<file path="config.mk">
export PLATFORM = sky130hd
export DESIGN_NAME = pool_window_gen
export DESIGN_NICKNAME = d
export VERILOG_FILES = /design/src/rtl/pool_window_gen.sv
export SDC_FILE = /design/constraint.sdc
export NUM_CORES = 2
export LEC_CHECK = 0
export ABC_AREA = 1
export CAP_MARGIN = 20
export CELL_PAD_IN_SITES_DETAIL_PLACEMENT = 1
export CELL_PAD_IN_SITES_GLOBAL_PLACEMENT = 1
export CORE_MARGIN = 2
export CORE_UTILIZATION = 50
export CTS_BUF_LIST = sky130_fd_sc_hd__clkbuf_16
export CTS_CLUSTER_DIAMETER = 80
export DETAILED_ROUTE_END_ITERATION = 12
export PLACE_DENSITY_LB_ADDON = 0.1
export REMOVE_ABC_BUFFERS = 1
export SYNTH_ARGS = -nofsm -noshare
export SYNTH_HDL_FRONTEND = slang
export SYNTH_SLANG_ARGS = --single-unit
</file>
<file path="constraint.sdc">
create_clock -name clk -period 4.43 [get_ports clk]
set_clock_uncertainty 0.15 [all_clocks]
set_input_delay 0.443 -clock clk [delete_from_list [all_inputs] [get_ports clk]]
set_output_delay 0.443 -clock clk [all_outputs]
set_load 0.01 [all_outputs]
</file>
<file path="src/rtl/pool_window_gen.sv">
// pool_window_gen
// ----------------------------------------------------------------------------
// Purpose: takes a row-major AXI-Stream pixel stream (one 32-bit word = 4 int8
// channels per pixel). It stores each even row in a line buffer and pairs it
// with the following odd row. For each odd-row pixel pair it emits one
// non-overlapping 2x2 window for the max-pool datapath.
//
// Optional feature macro: POOL_WINGEN_TLAST_CHECK_EN
//   defined   : each accepted pixel's TLAST is compared with
//               (last row & last col). A mismatch sets the sticky err flag.
//   undefined : err is tied to 0 and S_AXIS_TLAST is ignored.
//
// Ports:
//   clk, rstn        clock, asynchronous active-low reset
//   start            one-cycle frame start pulse (ignored unless idle)
//   width, height    frame geometry; sampled on an accepted start, bit 0 forced 0
//   busy, done       frame in progress / one-cycle completion pulse
//   err              sticky TLAST mismatch flag, cleared by an accepted start
//   S_AXIS_*         pixel input stream (TDATA, TLAST, TVALID, TREADY)
//   win_valid/ready  window output handshake
//   win_data         {br, bl, tr, tl}, tl in the low word
//   win_last         marks the final window of the frame
//   state_dbg        current FSM state (IDLE=0 FILL=1 PAIR=2 DRAIN=3 DONE=4)
//
// Handshakes: a transfer happens on a rising clk edge where valid and ready
// are both 1. A source never drops valid or changes data before that edge.
// Ready may depend combinationally on the consumer's ready.
// ----------------------------------------------------------------------------
module pool_window_gen #(
  parameter int C_S00_AXIS_TDATA_WIDTH = 32,
  parameter int MAX_WIDTH              = 64,
  parameter int CNT_W                  = 8
) (
  input  logic                                clk,
  input  logic                                rstn,
  input  logic                                start,
  input  logic [CNT_W-1:0]                    width,
  input  logic [CNT_W-1:0]                    height,
  output logic                                busy,
  output logic                                done,
  output logic                                err,
  output logic                                S_AXIS_TREADY,
  input  logic [C_S00_AXIS_TDATA_WIDTH-1:0]   S_AXIS_TDATA,
  input  logic                                S_AXIS_TLAST,
  input  logic                                S_AXIS_TVALID,
  output logic                                win_valid,
  input  logic                                win_ready,
  output logic [4*C_S00_AXIS_TDATA_WIDTH-1:0] win_data,
  output logic                                win_last,
  output logic [2:0]                          state_dbg
);

  localparam int DW = C_S00_AXIS_TDATA_WIDTH;
  localparam int AW = (MAX_WIDTH > 1) ? $clog2(MAX_WIDTH) : 1;
  localparam logic [CNT_W-1:0] ONE = 1;
  localparam logic [CNT_W-1:0] TWO = 2;

  typedef enum logic [2:0] {IDLE, FILL, PAIR, DRAIN, DONE} state_t;

  state_t           state;
  logic [CNT_W-1:0] w_q, h_q, col, row;
  logic [DW-1:0]    line_buf [MAX_WIDTH];
  logic [DW-1:0]    tl, bl, tr_rd;
  logic             pix_acc, last_col, last_row;

  assign state_dbg = state;

  // In PAIR a pixel may only be taken when the single-entry output register
  // is free or is being emptied in the same cycle.
  assign S_AXIS_TREADY = (state == FILL) |
                         ((state == PAIR) & (~win_valid | win_ready));
  assign pix_acc  = S_AXIS_TVALID & S_AXIS_TREADY;
  assign last_col = (col == w_q - ONE);
  assign last_row = (row == h_q - TWO);
  // Widths above MAX_WIDTH wrap the index; this is harmless and cannot lock up.
  assign tr_rd    = line_buf[col[AW-1:0]];

  // Line buffer: no reset, because stale contents are always overwritten
  // before they are read.
  always_ff @(posedge clk) begin
    if ((state == FILL) && pix_acc) line_buf[col[AW-1:0]] <= S_AXIS_TDATA;
  end

  always_ff @(posedge clk or negedge rstn) begin
    if (!rstn) begin
      state     <= IDLE;
      busy      <= 1'b0;
      done      <= 1'b0;
      w_q       <= '0;
      h_q       <= '0;
      col       <= '0;
      row       <= '0;
      tl        <= '0;
      bl        <= '0;
      win_valid <= 1'b0;
      win_data  <= '0;
      win_last  <= 1'b0;
    end else begin
      done <= 1'b0;
      if (win_valid && win_ready) begin
        win_valid <= 1'b0;
        win_last  <= 1'b0;
      end
      case (state)
        IDLE: begin
          if (start) begin
            w_q  <= {width[CNT_W-1:1], 1'b0};
            h_q  <= {height[CNT_W-1:1], 1'b0};
            col  <= '0;
            row  <= '0;
            busy <= 1'b1;
            if ((width[CNT_W-1:1] == '0) || (height[CNT_W-1:1] == '0)) state <= DONE;
            else state <= FILL;
          end
        end
        FILL: begin
          if (pix_acc) begin
            if (last_col) begin
              col   <= '0;
              state <= PAIR;
            end else begin
              col <= col + ONE;
            end
          end
        end
        PAIR: begin
          if (pix_acc) begin
            if (!col[0]) begin
              bl <= S_AXIS_TDATA;
              tl <= tr_rd;
            end else begin
              // This load overrides the handshake clear above, so a window
              // can be consumed and the next one loaded in the same cycle.
              win_data  <= {S_AXIS_TDATA, bl, tr_rd, tl};
              win_valid <= 1'b1;
              win_last  <= last_col & last_row;
            end
            if (last_col) begin
              col <= '0;
              if (last_row) begin
                state <= DRAIN;
              end else begin
                state <= FILL;
                row   <= row + TWO;
              end
            end else begin
              col <= col + ONE;
            end
          end
        end
        DRAIN: begin
          if (win_ready || !win_valid) begin
            state <= DONE;
            done  <= 1'b1;
            busy  <= 1'b0;
          end
        end
        DONE: begin
          // Entered from DRAIN with done already set. A zero-geometry frame
          // enters with done clear and raises it here one cycle later.
          if (done) begin
            state <= IDLE;
          end else begin
            done <= 1'b1;
            busy <= 1'b0;
          end
        end
        default: state <= IDLE;
      endcase
    end
  end

`ifdef POOL_WINGEN_TLAST_CHECK_EN
  logic tlast_exp;
  assign tlast_exp = (state == PAIR) & last_row & last_col;

  always_ff @(posedge clk or negedge rstn) begin
    if (!rstn) begin
      err <= 1'b0;
    end else if ((state == IDLE) && start) begin
      err <= 1'b0;
    end else if (pix_acc && (S_AXIS_TLAST != tlast_exp)) begin
      err <= 1'b1;
    end
  end
`else
  logic unused_tlast;
  assign unused_tlast = S_AXIS_TLAST;
  assign err          = 1'b0;
`endif

endmodule

</file>
==> results.sh <==
export IMPL_io_pins=191
export IMPL_cts_max_level=4
export IMPL_cts_sinks=2276
export IMPL_via_per_inst=5.693
export IMPL_cp_top_family="simple AND/OR/NAND/NOR gates"
export IMPL_required_ps=5070
export IMPL_grt_usage=0.3186
export IMPL_syn_inst=9293
export IMPL_fin_crit_ps=3622
export IMPL_syn_area_um2=95360
export IMPL_synth_edf_count=2048
export IMPL_fp_dieH_um=440.7
export IMPL_cp_cell_sequence="inv_8 > buf_4 > nand2_1 > nand2_1 > nand2_1 > nand2_1 > nand2_1 > nand2_1 > nand2_1 > nand2_1 > nor2_1 > nand2_1 > nand2_1 > nand2_1"
export IMPL_clockBufferDepth=3
export IMPL_grt_max_degree=175
export IMPL_use_met1=0.4335
export IMPL_cts_tree="done"
export IMPL_critPathLaunchType="flop"
export IMPL_irDropWorstVdd_mv=0.4464
export IMPL_ant_nets=0
export IMPL_first_global_vias=71770
export IMPL_final_cell_mix="nand2_1, edfxtp_1, nand4_1"
export IMPL_whs_path_depth=3
export IMPL_worst_setup_path_end_kind="flop"
export IMPL_initial_core_util=0.5025
export IMPL_met2_usage=0.5244
export IMPL_leakagePower_uw=0.04515
export IMPL_synth_ff_type="edfxtp_1"
export IMPL_max_freq_ghz=0.2761
export IMPL_crit_top_cell="nand2_1"
export IMPL_place_congestion=0.8072
export IMPL_utilization=0.5697
export IMPL_worst_hold_slack_ps=21.53
export IMPL_p_total_uw=61470
export IMPL_layout_commonest_cell="nand2_1"
export IMPL_power_density_nw_per_um2=568.5
export IMPL_synth_cell_types=33
export IMPL_area_growth_pct=13.38
export IMPL_hold_path_class="in2reg"
export IMPL_grt_util_met3=0.04952
export IMPL_maxCapViolCount=0
export IMPL_dp_hpwl_um=174500
export IMPL_crit_fanout=93
export IMPL_avgSynthCellArea_um2=10.26
export IMPL_path_clk_slew_ps=60
export IMPL_path_buf_inv=2
export IMPL_port_buffers=186
export IMPL_tns_ps=0
export IMPL_cts_buffers=232
export IMPL_layout_drive_gt1_share=0.06706
export IMPL_fp_dieW_um=440.7
export IMPL_wirelength_um=309100
export IMPL_crit_cells=14
export IMPL_tightest_slew_ps=1222
export IMPL_antenna_found_initial=14
export IMPL_firstDrtPassIters=6
export IMPL_max_slew_margin_rel=0.1854
export IMPL_post_cts_buffers=0
export IMPL_grt_pass1_wl_um=457300
export IMPL_fin_crit_sh=0.8176
export IMPL_cts_hold_buf=16
export IMPL_die_area_um2=194200
export IMPL_reg2regPathDepth=14
export IMPL_final_max_slew_viol_count=0
export IMPL_cp_data_arrival_time_ps=4270
export IMPL_yosys_warnings=0
export IMPL_final_hold_viol_count=0
export IMPL_clk_latency_ps=880
export IMPL_rsz0062_at_grt="false"
export IMPL_route_detailed_wl_per_inst_um=25.49
export IMPL_via_count=69050
export IMPL_grt_overflow=0
export IMPL_critPathMaxStageDelay_ps=670
export IMPL_yosysSeqAreaShare=0.7047
export IMPL_status="completed"
export IMPL_crit_type="reg2reg"
export IMPL_nets=9478
export IMPL_synth_seq_cells=2276
export IMPL_grt_busiest_layer="met2"
export IMPL_root_buffer="clkbuf_16"
export IMPL_remaining_drc_errors=0
export IMPL_drtIter0Drc=6857
export IMPL_cts_resized=0
export IMPL_slowest_stage="inv_8"
export IMPL_setup_viol=0
export IMPL_core_um2=189800
export IMPL_core_rowCount=160
export IMPL_async_flop_share=0.1002
flip-flops by register name (all words and copies together) (netlist names), 3 cells and up:
register   cells
bl            32
col            8
h_q            7
line_buf    2048
row            7
state_dbg      3
tl            32
w_q            7
win_data     128
cell families (layout without fill, tap and decap cells):
logic type / Yosys count / count (layout) / share of synthesized area
AND/OR/NAND/NOR: 6267 / 6267 / 0.2590
flip-flops: 2276 / 2276 / 0.7047
adder cells (fa/ha/maj): 4 / 4 / 0.0005248
multiplexers: 1 / 1 / 0.0001181
AO/OA/AOI/OAI: 101 / 101 / 0.005340
XOR/XNOR: 19 / 19 / 0.001745
other: 1 / 2 / 0.00003932
buffers and inverters: 624 / 949 / 0.02850
Yosys cell counts (all sizes together), types with 2 or more instances:
| library cell | instances | area, µm² |
|---|---|---|
| nand3 | 30 | 167.7 |
| nand2 | 5535 | 20790 |
| dfrtp | 228 | 5705 |
| xnor2 | 6 | 52.55 |
| nor2 | 267 | 1027 |
| xor2 | 13 | 113.9 |
| inv | 93 | 349.1 |
| nand4 | 422 | 2640 |
| nor3 | 9 | 45.04 |
| o21ai | 91 | 455.4 |
| nand3b | 2 | 15.01 |
| o22ai | 2 | 12.51 |
| buf | 317 | 1565 |
| a21oi | 7 | 35.03 |
| ha | 4 | 50.05 |
| clkbuf | 214 | 803.3 |
| edfxtp | 2048 | 61500 |
worst paths after layout:
path / slack [ps] / start / to
min in group asynchronous: 80 / rstn / win_data[84]
hold reg to reg: 320 / win_data[7] / win_data[7]
setup / recovery: 810 / col[0] / win_data[52]
max in group asynchronous: 3070 / rstn / win_data[19]
hold / removal: 20 / S_AXIS_TDATA[7] / win_data[103]
setup reg to reg: 810 / col[0] / win_data[52]
worst reg2reg max path, stage by stage (launching register included):
cell and delay [ps]:
dfrtp_4 600, inv_8 680, buf_4 720, nand2_1 130, nand2_1 100, nand2_1 60, nand2_1 110, nand2_1 60
nand2_1 110, nand2_1 130, nand2_1 150, nor2_1 70, nand2_1 280, nand2_1 120, nand2_1 90
report_power, final:
part | switching (µW) | internal, µW
Combinational | 12700 | 5100
Clock | 8240 | 10300
Sequential | 682 | 24400
Total | 21700 | 39800
per-layer routing:
layer  up-vias  part of all wire
met4         0             0.033
met3       520             0.073
met5         -                 0
li1      30940                 -
met2      2492              0.48
met1     35100              0.41
area by class of cell:
| cell class | count | area, µm² |
|---|---|---|
| fill | 20230 | 81660 |
| sequential | 2276 | 67220 |
| multi-input combinational | 6393 | 25970 |
| clock buffer | 239 | 5981 |
| timing repair buffer | 424 | 4312 |
| tap | 2511 | 3142 |
| clock inverter | 193 | 1121 |
| inverter | 93 | 376.6 |
| antenna | 1 | 2.502 |
through the flow:
step | setup slack [ps] | std cells | instance area [µm²]
floorplan | -55030 | 8762 | 92990
global placement | 968.2 | 11680 | 100800
detailed placement | 907.2 | 11680 | 100800
CTS | 853.0 | 12130 | 108000
global route | 701.0 | 12130 | 108100
finish | 808.2 | 12130 | 108100
Note: power is estimated with default switching activity, not from simulation.
